`src/rtl/pipe_pkg.sv`:
```
// rtl/pipe_pkg.sv - shared types and MEM/WB bundle layout for pipeline stage registers
package pipe_pkg;

    typedef enum logic [1:0] {
        ST_EMPTY = 2'd0,
        ST_ONE   = 2'd1,
        ST_FULL  = 2'd2
    } state_e;

    localparam int MEMWB_DATA_W         = 71;
    localparam int MEMWB_MEM_TO_REG_BIT = 70;
    localparam int MEMWB_WB_EN_BIT      = 69;
    localparam int MEMWB_RD_HI          = 68;
    localparam int MEMWB_RD_LO          = 64;
    localparam int MEMWB_ALU_HI         = 63;
    localparam int MEMWB_ALU_LO         = 32;
    localparam int MEMWB_MEM_HI         = 31;
    localparam int MEMWB_MEM_LO         = 0;

endpackage

```
`src/rtl/sat_counter.sv`:
```
// rtl/sat_counter.sv - saturating event counter with synchronous clear
module sat_counter #(
    parameter int CNT_W = 16
) (
    input  logic             i_clk,
    input  logic             i_rst_n,
    input  logic             i_inc,
    input  logic             i_clr,
    output logic [CNT_W-1:0] o_cnt
);

    logic [CNT_W-1:0] r_cnt;

    // Clear wins over a same-cycle increment; the count sticks at all-ones.
    always_ff @(posedge i_clk or negedge i_rst_n) begin
        if (!i_rst_n) begin
            r_cnt <= '0;
        end else if (i_clr) begin
            r_cnt <= '0;
        end else if (i_inc && (r_cnt != {CNT_W{1'b1}})) begin
            r_cnt <= r_cnt + 1'b1;
        end
    end

    assign o_cnt = r_cnt;

endmodule

```
`src/rtl/pipe_stage_reg.sv`:
```
// rtl/pipe_stage_reg.sv - valid/ready pipeline stage register with optional skid buffer
module pipe_stage_reg
    import pipe_pkg::*;
#(
    parameter int                DATA_W    = MEMWB_DATA_W,
    parameter int                SKID      = 1,
    parameter logic [DATA_W-1:0] RST_DATA  = '0,
    parameter int                WB_EN_BIT = MEMWB_WB_EN_BIT,
    parameter int                CNT_W     = 16
) (
    input  logic              clk,
    input  logic              rst,
    input  logic              flush,
    input  logic              in_valid,
    output logic              in_ready,
    input  logic [DATA_W-1:0] in_data,
    output logic              out_valid,
    input  logic              out_ready,
    output logic [DATA_W-1:0] out_data,
    output logic [CNT_W-1:0]  bubble_cnt,
    input  logic              cnt_clr
);

    generate
        if (DATA_W < 1 || WB_EN_BIT >= DATA_W || WB_EN_BIT < -1) begin : g_bad_param
            $error("pipe_stage_reg: illegal DATA_W/WB_EN_BIT combination");
        end
    endgenerate

    localparam bit                WB_MASK_EN = (WB_EN_BIT >= 0) && (WB_EN_BIT < DATA_W);
    localparam int                WB_IDX     = WB_MASK_EN ? WB_EN_BIT : 0;
    localparam logic [DATA_W-1:0] WB_MASK    = WB_MASK_EN ? (DATA_W'(1) << WB_IDX) : '0;

    state_e            r_state;
    logic [DATA_W-1:0] r_main;
    logic [DATA_W-1:0] r_skid;

    logic w_out_valid;
    logic w_in_ready;
    logic w_accept;
    logic w_take;

    assign w_out_valid = (r_state != ST_EMPTY);

    // With the skid buffer in_ready is a function of held state only.
    generate
        if (SKID != 0) begin : g_skid
            assign w_in_ready = (r_state != ST_FULL) & rst;
        end else begin : g_pass
            assign w_in_ready = (out_ready | ~w_out_valid) & rst;
        end
    endgenerate

    assign w_accept = in_valid & w_in_ready;
    assign w_take   = w_out_valid & out_ready;

    always_ff @(posedge clk or negedge rst) begin
        if (!rst) begin
            r_state <= ST_EMPTY;
            r_main  <= RST_DATA;
            r_skid  <= RST_DATA;
        end else if (flush) begin
            r_state <= ST_EMPTY;
        end else begin
            case (r_state)
                ST_EMPTY: begin
                    if (w_accept) begin
                        r_main  <= in_data;
                        r_state <= ST_ONE;
                    end
                end
                ST_ONE: begin
                    if (w_accept && w_take) begin
                        r_main <= in_data;
                    end else if (w_accept) begin
                        r_skid  <= in_data;
                        r_state <= ST_FULL;
                    end else if (w_take) begin
                        r_state <= ST_EMPTY;
                    end
                end
                ST_FULL: begin
                    if (w_take) begin
                        r_main  <= r_skid;
                        r_state <= ST_ONE;
                    end
                end
                default: r_state <= ST_EMPTY;
            endcase
        end
    end

    assign in_ready  = w_in_ready;
    assign out_valid = w_out_valid;
    assign out_data  = w_out_valid ? r_main : (r_main & ~WB_MASK);

    sat_counter #(
        .CNT_W (CNT_W)
    ) u_bubble_cnt (
        .i_clk   (clk),
        .i_rst_n (rst),
        .i_inc   (out_ready & ~w_out_valid),
        .i_clr   (cnt_clr),
        .o_cnt   (bubble_cnt)
    );

endmodule

```
`config.mk`:
```
export PLATFORM = sky130hd
export DESIGN_NAME = pipe_stage_reg
export DESIGN_NICKNAME = d
export VERILOG_FILES = /design/src/rtl/pipe_pkg.sv /design/src/rtl/sat_counter.sv /design/src/rtl/pipe_stage_reg.sv
export SDC_FILE = /design/constraint.sdc
export NUM_CORES = 1
export LEC_CHECK = 0
export CORE_ASPECT_RATIO = 0.6
export CORE_MARGIN = 5
export CORE_UTILIZATION = 40
export DETAILED_ROUTE_END_ITERATION = 6
export PLACE_DENSITY = 0.64
export SYNTH_ARGS = -nofsm -noshare
export SYNTH_HDL_FRONTEND = slang
export SYNTH_SLANG_ARGS = --single-unit
```
`constraint.sdc`:
```
create_clock -name clk -period 1.9 [get_ports clk]
set_clock_uncertainty 0.05 [all_clocks]
set_input_delay 0.19 -clock clk [delete_from_list [all_inputs] [get_ports clk]]
set_output_delay 0.19 -clock clk [all_outputs]
set_load 0.01 [all_outputs]
```
==> impl_metrics.yaml, run 1 <==
outcome:
  status: "finished, final reports clean"
clocking:
  cts_tree: "done"
  htree_levels: 4
  cts_buffers: 17
  worst_setup_hold_path_clk_slew_ps: 70
  cts_root_buffer: "clkbuf_16"
  cts.sinks: 160
  clock_latency_ps: 420
  clk_path_buf_depth: 2
global_routing:
  overflow: 0
  grt_pass1_wl_mm: 29.0
  antenna_found_initial: 0
  grt_pass1_vias: 5352
  grt_usage: 0.161
  grt_max_degree: 161
final_layout:
  nFillCells: 1604
  layout.nets: 784
  num_antenna_cells: 0
  drive_gt1_frac: 0.438
  syn2layout_area_growth_pct: 32.7
die:
  design.core.area_um2: 19000
  io_pins: 166
  die_area_um2: 22300
  start_util: 0.407
  die_w_um: 190
  num_rows: 39
  die_h_um: 118
sta:
  slew_viol_final: 0
  tightestPinTransition_ps: 858
  hold_viol_final: 0
  finalHoldWorstSlack_ps: 357
  post-route-min-period_ps: 1880
  fin_crit_sh: 0.990
  rsz0062_at_grt: "true"
  setup_viol: 0
  max_freq_ghz: 0.532
  slew_headroom: 0.428
job:
  maxCapViolations: 0
power_and_ir_drop:
  pwr-share-comb: 0.207
  netSwitchingPower_uw: 2600
  p_leak_uw: 0.00437
  ir_drop_uv: 531
  power_density_nw_per_um2: 970
  power_uw: 9970
  p_int_uw: 7380
  clkPwrFrac: 0.351
  sw_frac_of_total: 0.260
  pwr-share-seq: 0.443
logic_synthesis:
  syn_area_per_cell_um2: 13.6
  async_flop_share: 1.00
  ys_ff_latch: 160
  synthMostInstantiatedCell: "mux2_2"
  syn_area_um2: 7750
  synth_cells: 571
  synth_edf_count: 0
  yosys-top-cells-count: "215 x mux2_2, 160 x dfrtp_1, 77 x buf_4"
  syn_nets: 649
  synth_seq_area_share: 0.517
  ys.flop_type: "dfrtp_1"
  synth_top_cell_area_share: 0.517
  synth_top_cells_by_area: "dfrtp_1 52%, mux2_2 31%, buf_4 7.5%"
  synth_top_cell_by_area: "dfrtp_1"
  ys_warn_count: 0
  synth_cell_type_count: 43
routing:
  viasPerCell: 5.09
  ant_nets: 0
  drt-total-wl_mm: 18.4
  dr_total_vias: 4913
  first_pass_iters: 4
  drc: 0
  drt_iter0_markers: 188
  wl_per_cell_um: 19.1
setup_path:
  critPathMaxFanout: 4
  cp-end-kind: "register"
  critPathRequiredTime_ps: 2200
  reg2reg_depth: 6
  start_kind: "register"
  cp_data_arrival_time_ps: 2180
  crit_type: "register to register"
worst_hold_path:
  hold_depth: 2
  hold_path.class: "primary input to register"
placed_design:
  dpl.hpwl_mm: 11.9
  port_buffers: 165
  place.gp.congestion: 0.875
==> flip-flops by register name, indices dropped and copies added, names as in the netlist <==
| signal | cells |
|---|---|
| r_skid | 71 |
| r_state | 2 |
| u_bubble_cnt.o_cnt | 16 |
| r_main | 71 |
==> cells by family after synthesis <==
logic type / count (synthesis) / synth area share
flops: 160 / 0.517
buf+inv: 101 / 0.0900
mux: 217 / 0.315
simple gates: 59 / 0.0491
fa+ha+maj: 1 / 0.00161
compound gates: 33 / 0.0273
==> per-layer routing <==
| layer | track usage | part of all wire | routed length (µm) | vias up |
|---|---|---|---|---|
| met3 | 0.0522 | 0.061 | 1120 | 11 |
| met1 | 0.229 | 0.49 | 9040 | 2519 |
| met5 | 0 | 0 | 0 | - |
| met4 | 0.0343 | 0.0079 | 146 | 0 |
| li1 | - | - | - | 2255 |
| met2 | 0.243 | 0.44 | 8140 | 128 |
==> power by group through the flow <==
stage               Clock [µW]  Sequential, µW  Combinational [µW]
floorplan                    0            4330                1400
global placement             0            4440                1990
detailed placement           0            4470                2050
CTS                       3590            4420                2070
global route              3730            4490                2220
finish                    3500            4410                2060
==> per-stage QoR <==
step	setup slack [ps]	TNS, ps	instance area [µm²]	std cells	util
global route	-61.6	-118	10300	965	0.540
floorplan	20.7	0	7750	571	-
finish	18.7	0	10300	965	0.540
global placement	-243	-29950	9420	919	0.495
CTS	-26.1	-367	10100	957	0.531
detailed placement	-334	-39320	9420	919	0.495
==> what timing repair did <==
item	in CTS	in global routing
cloned	1	5
hold buffers	1	0
buffers inserted	4	3
endpoints found under the hold margin	160	0
pin swaps	0	3
endpoints found under the setup margin	85	80
gates resized for setup	8	17
==> critical path, cell delays in order (launching register included) <==
cell,delay [ps]
dfrtp_2,430
buf_4,160
nor3b_4,280
buf_6,160
nand4_2,110
or4_1,480
a21oi_1,140
==> layout by cell type, fill, tap and decap left out, types with 3 or more instances in the layout <==
master / synthesis / layout
or3_1: 4 / 4
o21ai_0: 4 / 4
buf_12: 0 / 9
inv_1: 4 / 4
clkbuf_16: 0 / 20
o31ai_1: 5 / 5
nor3_1: 3 / 3
dfrtp_1: 160 / 157
inv_8: 0 / 3
mux2_2: 215 / 214
inv_6: 0 / 5
buf_6: 1 / 5
dfrtp_2: 0 / 3
clkdlybuf4s50_1: 0 / 161
a21oi_1: 12 / 12
buf_4: 77 / 28
or4_1: 4 / 4
nand2_1: 6 / 5
nand3_1: 8 / 7
nor2_1: 10 / 9
nor2b_1: 4 / 3
==> worst paths after layout <==
check	slack, ps	startpoint	to
worst max-delay path	20	r_state[0]	u_bubble_cnt.o_cnt[14]
worst min-delay path	360	in_data[56]	r_skid[56]
worst max register to register	20	r_state[0]	u_bubble_cnt.o_cnt[14]
worst min register to register	450	r_skid[22]	r_skid[22]
max in group asynchronous	700	rst	u_bubble_cnt.o_cnt[5]
min in group asynchronous	470	rst	r_main[1]
==> cell type report <==
cell class / instances / area (µm²) / share of cell area
clock buffer: 18 / 429 / 0.0417
clock inverter: 14 / 170 / 0.0166
inverter: 4 / 15.0 / 0.00146
multi-input combinational: 310 / 3110 / 0.302
sequential: 160 / 4010 / 0.390
tap: 246 / 308 / 0.0299
timing repair buffer: 213 / 2240 / 0.218
Note: power is estimated with default switching activity, not from simulation.
==> run 2, diff against run 1 <==
Settings changed: SLEW_MARGIN set to 30.
==> run 2 against run 1 <==
  * Hold slack worse by 81 ps
  * Critical endpoint unchanged
  * Sequential cell count is the same
  * Power about the same
  * Largest cell class unchanged
  * Critical path type unchanged
  * Global-route usage unchanged
  * Cell count is 0.10% higher
  * First-iteration DRC count rose by 13%
==> impl_metrics.yaml, run 2 (synthesis results as in run 1) <==
clocking:
  clk_path_buf_depth: 2
  cts_tree: "done"
  cts_buffers: 17
  htree_levels: 4
  cts_root_buffer: "clkbuf_16"
  worst_setup_hold_path_clk_slew_ps: 70
  cts.sinks: 160
  clock_latency_ps: 420
power_and_ir_drop:
  p_leak_uw: 0.00438
  power_density_nw_per_um2: 969
  power_uw: 9980
  ir_drop_uv: 533
setup_path:
  reg2reg_depth: 6
  cp-end-kind: "register"
  cp_data_arrival_time_ps: 2180
  critical_path.top_delay_family: "simple AND/OR/NAND/NOR gates"
  crit_buf_inv: 2
  cp.depth: 6
  cpPeakStageDelay_ps: 480
  path_cells: "buf_4, nor3b_4, buf_6, nand4_2, or4_1, a21oi_1"
  ff2ff_setup_slack_ps: 20
  crit_type: "register to register"
  rr_startpoint: "r_state[0]"
  critPathRequiredTime_ps: 2200
  cp-startpoint: "r_state[0]"
  worstSetupEndpoint: "u_bubble_cnt.o_cnt[14]"
  slowest_stage: "or4_1"
  reg2reg_to: "u_bubble_cnt.o_cnt[14]"
  start_kind: "register"
  critPathMaxFanout: 4
sta:
  rsz0062_at_grt: "true"
  fin_crit_sh: 0.990
  slew_viol_final: 0
  slew_headroom: 0.677
  hold_viol_final: 0
  tightestPinTransition_ps: 485
  setup_viol: 0
  post-route-min-period_ps: 1880
  max_freq_ghz: 0.531
  finalSetupTns_ps: 0
global_routing:
  grt_pass1_wl_mm: 29.0
  overflow: 0
  grt_pass1_vias: 5352
  grt_max_degree: 161
  antenna_found_initial: 0
  grt_usage: 0.161
final_layout:
  syn2layout_area_growth_pct: 33.0
  final_cell_mix: "214 x mux2_2, 161 x clkdlybuf4s50_1, 157 x dfrtp_1"
  final_common_cell: "mux2_2"
  layout.nets: 785
  drive_gt1_frac: 0.438
  final_util: 0.542
  num_antenna_cells: 0
routing:
  first_pass_iters: 4
  drt-total-wl_mm: 18.5
  drc: 0
  viasPerCell: 5.09
  drt_iter0_markers: 213
  wl_per_cell_um: 19.1
  dr_total_vias: 4915
  ant_nets: 0
job:
  maxCapViolations: 0
die:
  design.core.area_um2: 19000
  io_pins: 166
  num_rows: 39
  start_util: 0.407
  die_h_um: 118
  die_area_um2: 22300
  die_w_um: 190
outcome:
  status: "finished, final reports clean"
placed_design:
  dpl.hpwl_mm: 11.9
  port_buffers: 165
  place.gp.congestion: 0.875
worst_hold_path:
  hold_path.class: "primary input to asynchronous set/reset pin"
run 2: layout make-up:
cell class	instances	area, µm²
Fill cell	1603	8720
Clock inverter	14	170
Tap cell	246	308
Timing Repair Buffer	214	2270
Clock buffer	18	429
Multi-Input combinational cell	310	3110
Sequential cell	160	4010
Inverter	4	15.0
run 2: how the worst min path moves through the flow:
| stage | from | endpoint | slack, ps | cells after the start |
|---|---|---|---|---|
| finish | rst | r_main[7] | 280 | 3 |
| global route | rst | r_main[7] | 310 | 3 |
| CTS | in_data[41] | r_skid[41] | 340 | 2 |
| detailed placement | rst | r_main[6] | 400 | 2 |
| global placement | rst | r_skid[4] | 380 | 2 |
| floorplan | rst | r_main[0] | -160 | 0 |
run 2: worst reg2reg max path, cell delays in order (launching register included):
cell and delay (ps):
dfrtp_2 430, buf_4 160, nor3b_4 280, buf_6 160, nand4_2 110, or4_1 480
a21oi_1 140
run 2: through the flow:
stage                     setup WS (ps)  instances  area [µm²]  hold slack [ps]
after global routing              -61.6        966       10300              315
after CTS                         -26.1        957       10100              342
after detailed placement           -334        919        9420              400
final                              18.3        966       10300              276
after floorplan                    20.7        571        7750             -156
after global placement             -243        919        9420              381
run 2: what timing repair did:
item,CTS,global route
hold endpoints to repair,160,0
resized for setup,8,16
hold buffers,1,0
cloned,1,5
setup endpoints to repair,85,80
buffers inserted,4,3
pin swaps,0,3
run 2: report_power, final:
part           internal [µW]  switching [µW]  total, µW
logic                   1340             726       2070
clock network           1990            1510       3500
registers               4050             362       4410
total                   7380            2600       9980
run 2: routing by layer:
layer / track usage / share of wire / vias to the layer above
li1: - / - / 2254
met1: 0.229 / 0.50 / 2519
met2: 0.243 / 0.44 / 130
met3: 0.0522 / 0.053 / 12
met4: 0.0343 / 0.0082 / 0
met5: 0 / 0 / -
==> run 3, diff against run 2 <==
Settings changed: CORE_MARGIN 5 to unset, HOLD_SLACK_MARGIN set to 0.02.
==> run 3 against run 2 <==
  * Critical path depth unchanged
  * Critical endpoint is now r_main[7]
  * Routed wire length decreased by 4.3%
  * Hold slack got worse by 21 ps
  * Sequential power about the same
  * Combinational power about the same
  * Fmax increased by 0.49%
  * Critical path type unchanged
  * Cell count decreased by 1.0%
  * Register-to-register slack about the same
  * Die area decreased by 11%
==> impl_metrics.yaml, run 3 (synthesis results as in run 1) <==
final_layout:
  drive_gt1_frac: 0.434
  layout.nets: 781
  final_util: 0.558
  syn2layout_area_growth_pct: 33.1
  nFillCells: 1448
  num_antenna_cells: 0
  multiInputGateArea_um2: 3120
  final_cell_mix: "215 x mux2_2, 161 x clkdlybuf4s50_1, 158 x dfrtp_1"
  seqCellArea_um2: 4010
  final_cells: 956
  final_common_cell: "mux2_2"
sta:
  rsz0062_at_grt: "true"
  tightestPinTransition_ps: 625
  fin_crit_sh: 0.986
  slew_viol_final: 0
  slew_headroom: 0.584
  post-route-min-period_ps: 1870
  hold_viol_final: 0
  setup_viol: 0
  max_freq_ghz: 0.534
setup_path:
  cp-end-kind: "register"
  slowest_stage: "dfrtp_2"
  crit_type: "register to register"
  ff2ff_setup_slack_ps: 30
  start_kind: "register"
  crit_path_frequent_cell: "mux2_2"
  cpPeakStageDelay_ps: 450
  path_cells: "buf_6, nor2b_4, buf_12, clkbuf_16, mux2_2, mux2_2"
  critPathRequiredTime_ps: 2150
  critPathMaxFanout: 9
  cp_data_arrival_time_ps: 2120
die:
  io_pins: 166
  die_area_um2: 19900
  die_w_um: 182
  die_h_um: 110
  start_util: 0.419
  num_rows: 38
  design.core.area_um2: 18500
outcome:
  status: "finished, final reports clean"
clocking:
  cts_buffers: 17
  clk_path_buf_depth: 2
  clock_latency_ps: 420
  cts.sinks: 160
  cts_root_buffer: "clkbuf_16"
  cts_tree: "done"
  worst_setup_hold_path_clk_slew_ps: 60
  htree_levels: 4
power_and_ir_drop:
  pwr-share-comb: 0.209
  sw_frac_of_total: 0.251
  p_leak_uw: 0.00436
  p_int_uw: 7390
  ir_drop_uv: 640
  pwr-share-seq: 0.446
  power_density_nw_per_um2: 957
  netSwitchingPower_uw: 2470
  clkPwrFrac: 0.345
routing:
  drt-total-wl_mm: 17.7
  first_pass_iters: 4
  drt_iter0_markers: 278
  ant_nets: 0
  dr_total_vias: 4836
  wl_per_cell_um: 18.5
  viasPerCell: 5.06
  drc: 0
global_routing:
  overflow: 0
  antenna_found_initial: 0
  grt_max_degree: 161
  grt_pass1_vias: 5061
  grt_usage: 0.178
  grt_pass1_wl_mm: 27.2
placed_design:
  dpl.cell_count: 907
  place.gp.congestion: 0.866
  dpl.hpwl_mm: 11.1
  port_buffers: 165
job:
  maxCapViolations: 0
worst_hold_path:
  hold_path.class: "primary input to asynchronous set/reset pin"
-- run 3: changes by cell type in the layout (fill, tap and decap cells not counted), sizes merged --
cell,previous run,this run
buf,46,42
bufinv,2,1
clkbuf,21,26
clkdlybuf4s15,0,2
clkinv,2,3
dlygate4sd2,2,1
dlymetal6s2s,1,0
inv,12,7
-- run 3: worst paths after layout --
kind,startpoint,depth (start not counted),to
hold / removal,rst,3,r_main[3]
setup / recovery,r_state[0],6,r_main[7]
setup reg to reg,r_state[0],6,r_main[7]
min in group clk,in_data[42],2,r_skid[42]
hold reg to reg,r_skid[59],1,r_skid[59]
max in group asynchronous,rst,4,r_main[30]
-- run 3: final cells by class --
| cell class | instances | share of cell area |
|---|---|---|
| Inverter | 4 | 0.00146 |
| Multi-Input combinational cell | 310 | 0.303 |
| Timing Repair Buffer | 210 | 0.220 |
| Tap cell | 240 | 0.0291 |
| Clock buffer | 23 | 0.0483 |
| Clock inverter | 9 | 0.00946 |
| Sequential cell | 160 | 0.388 |
-- run 3: repair_timing --
action                                 CTS  global route
setup endpoints to repair               19            80
endpoints found under the hold margin  160             0
setup buffers                            5             3
pin swaps                                0             4
resized for setup                       10            20
hold buffers                             1             0
gates cloned                             1             6
-- run 3: layer usage --
layer	global-route usage	share of wire	routed length, µm	up-vias
met3	0.0629	0.067	1190	9
met5	0	0	0	-
met2	0.262	0.44	7860	135
li1	-	-	-	2249
met1	0.248	0.48	8550	2443
met4	0.0442	0.0048	84	0
-- run 3: critical path, delay by kind of cell (launching register included) --
kind                   cells  cell delay (ps)
multiplexers               2              590
buffers and inverters      3              500
flip-flops                 1              450
AND/OR/NAND/NOR            1              160
-- run 3: stage by stage --
stage	hold WS [ps]	power, µW	setup slack [ps]	instance area [µm²]	TNS (ps)
floorplan	-156	5730	20.7	7750	0
global placement	382	6400	-269	9380	-33390
detailed placement	397	6500	-370	9380	-45990
CTS	339	9960	-45.8	10100	-928
global route	249	10300	-19.2	10300	-219
finish	255	9870	27.4	10300	0
-- run 3: power by group through the flow --
stage / clock (µW) / combinational [µW] / sequential (µW)
finish: 3410 / 2070 / 4400
global route: 3670 / 2210 / 4480
CTS: 3500 / 2060 / 4390
detailed placement: 0 / 2050 / 4450
global placement: 0 / 1990 / 4410
floorplan: 0 / 1400 / 4330
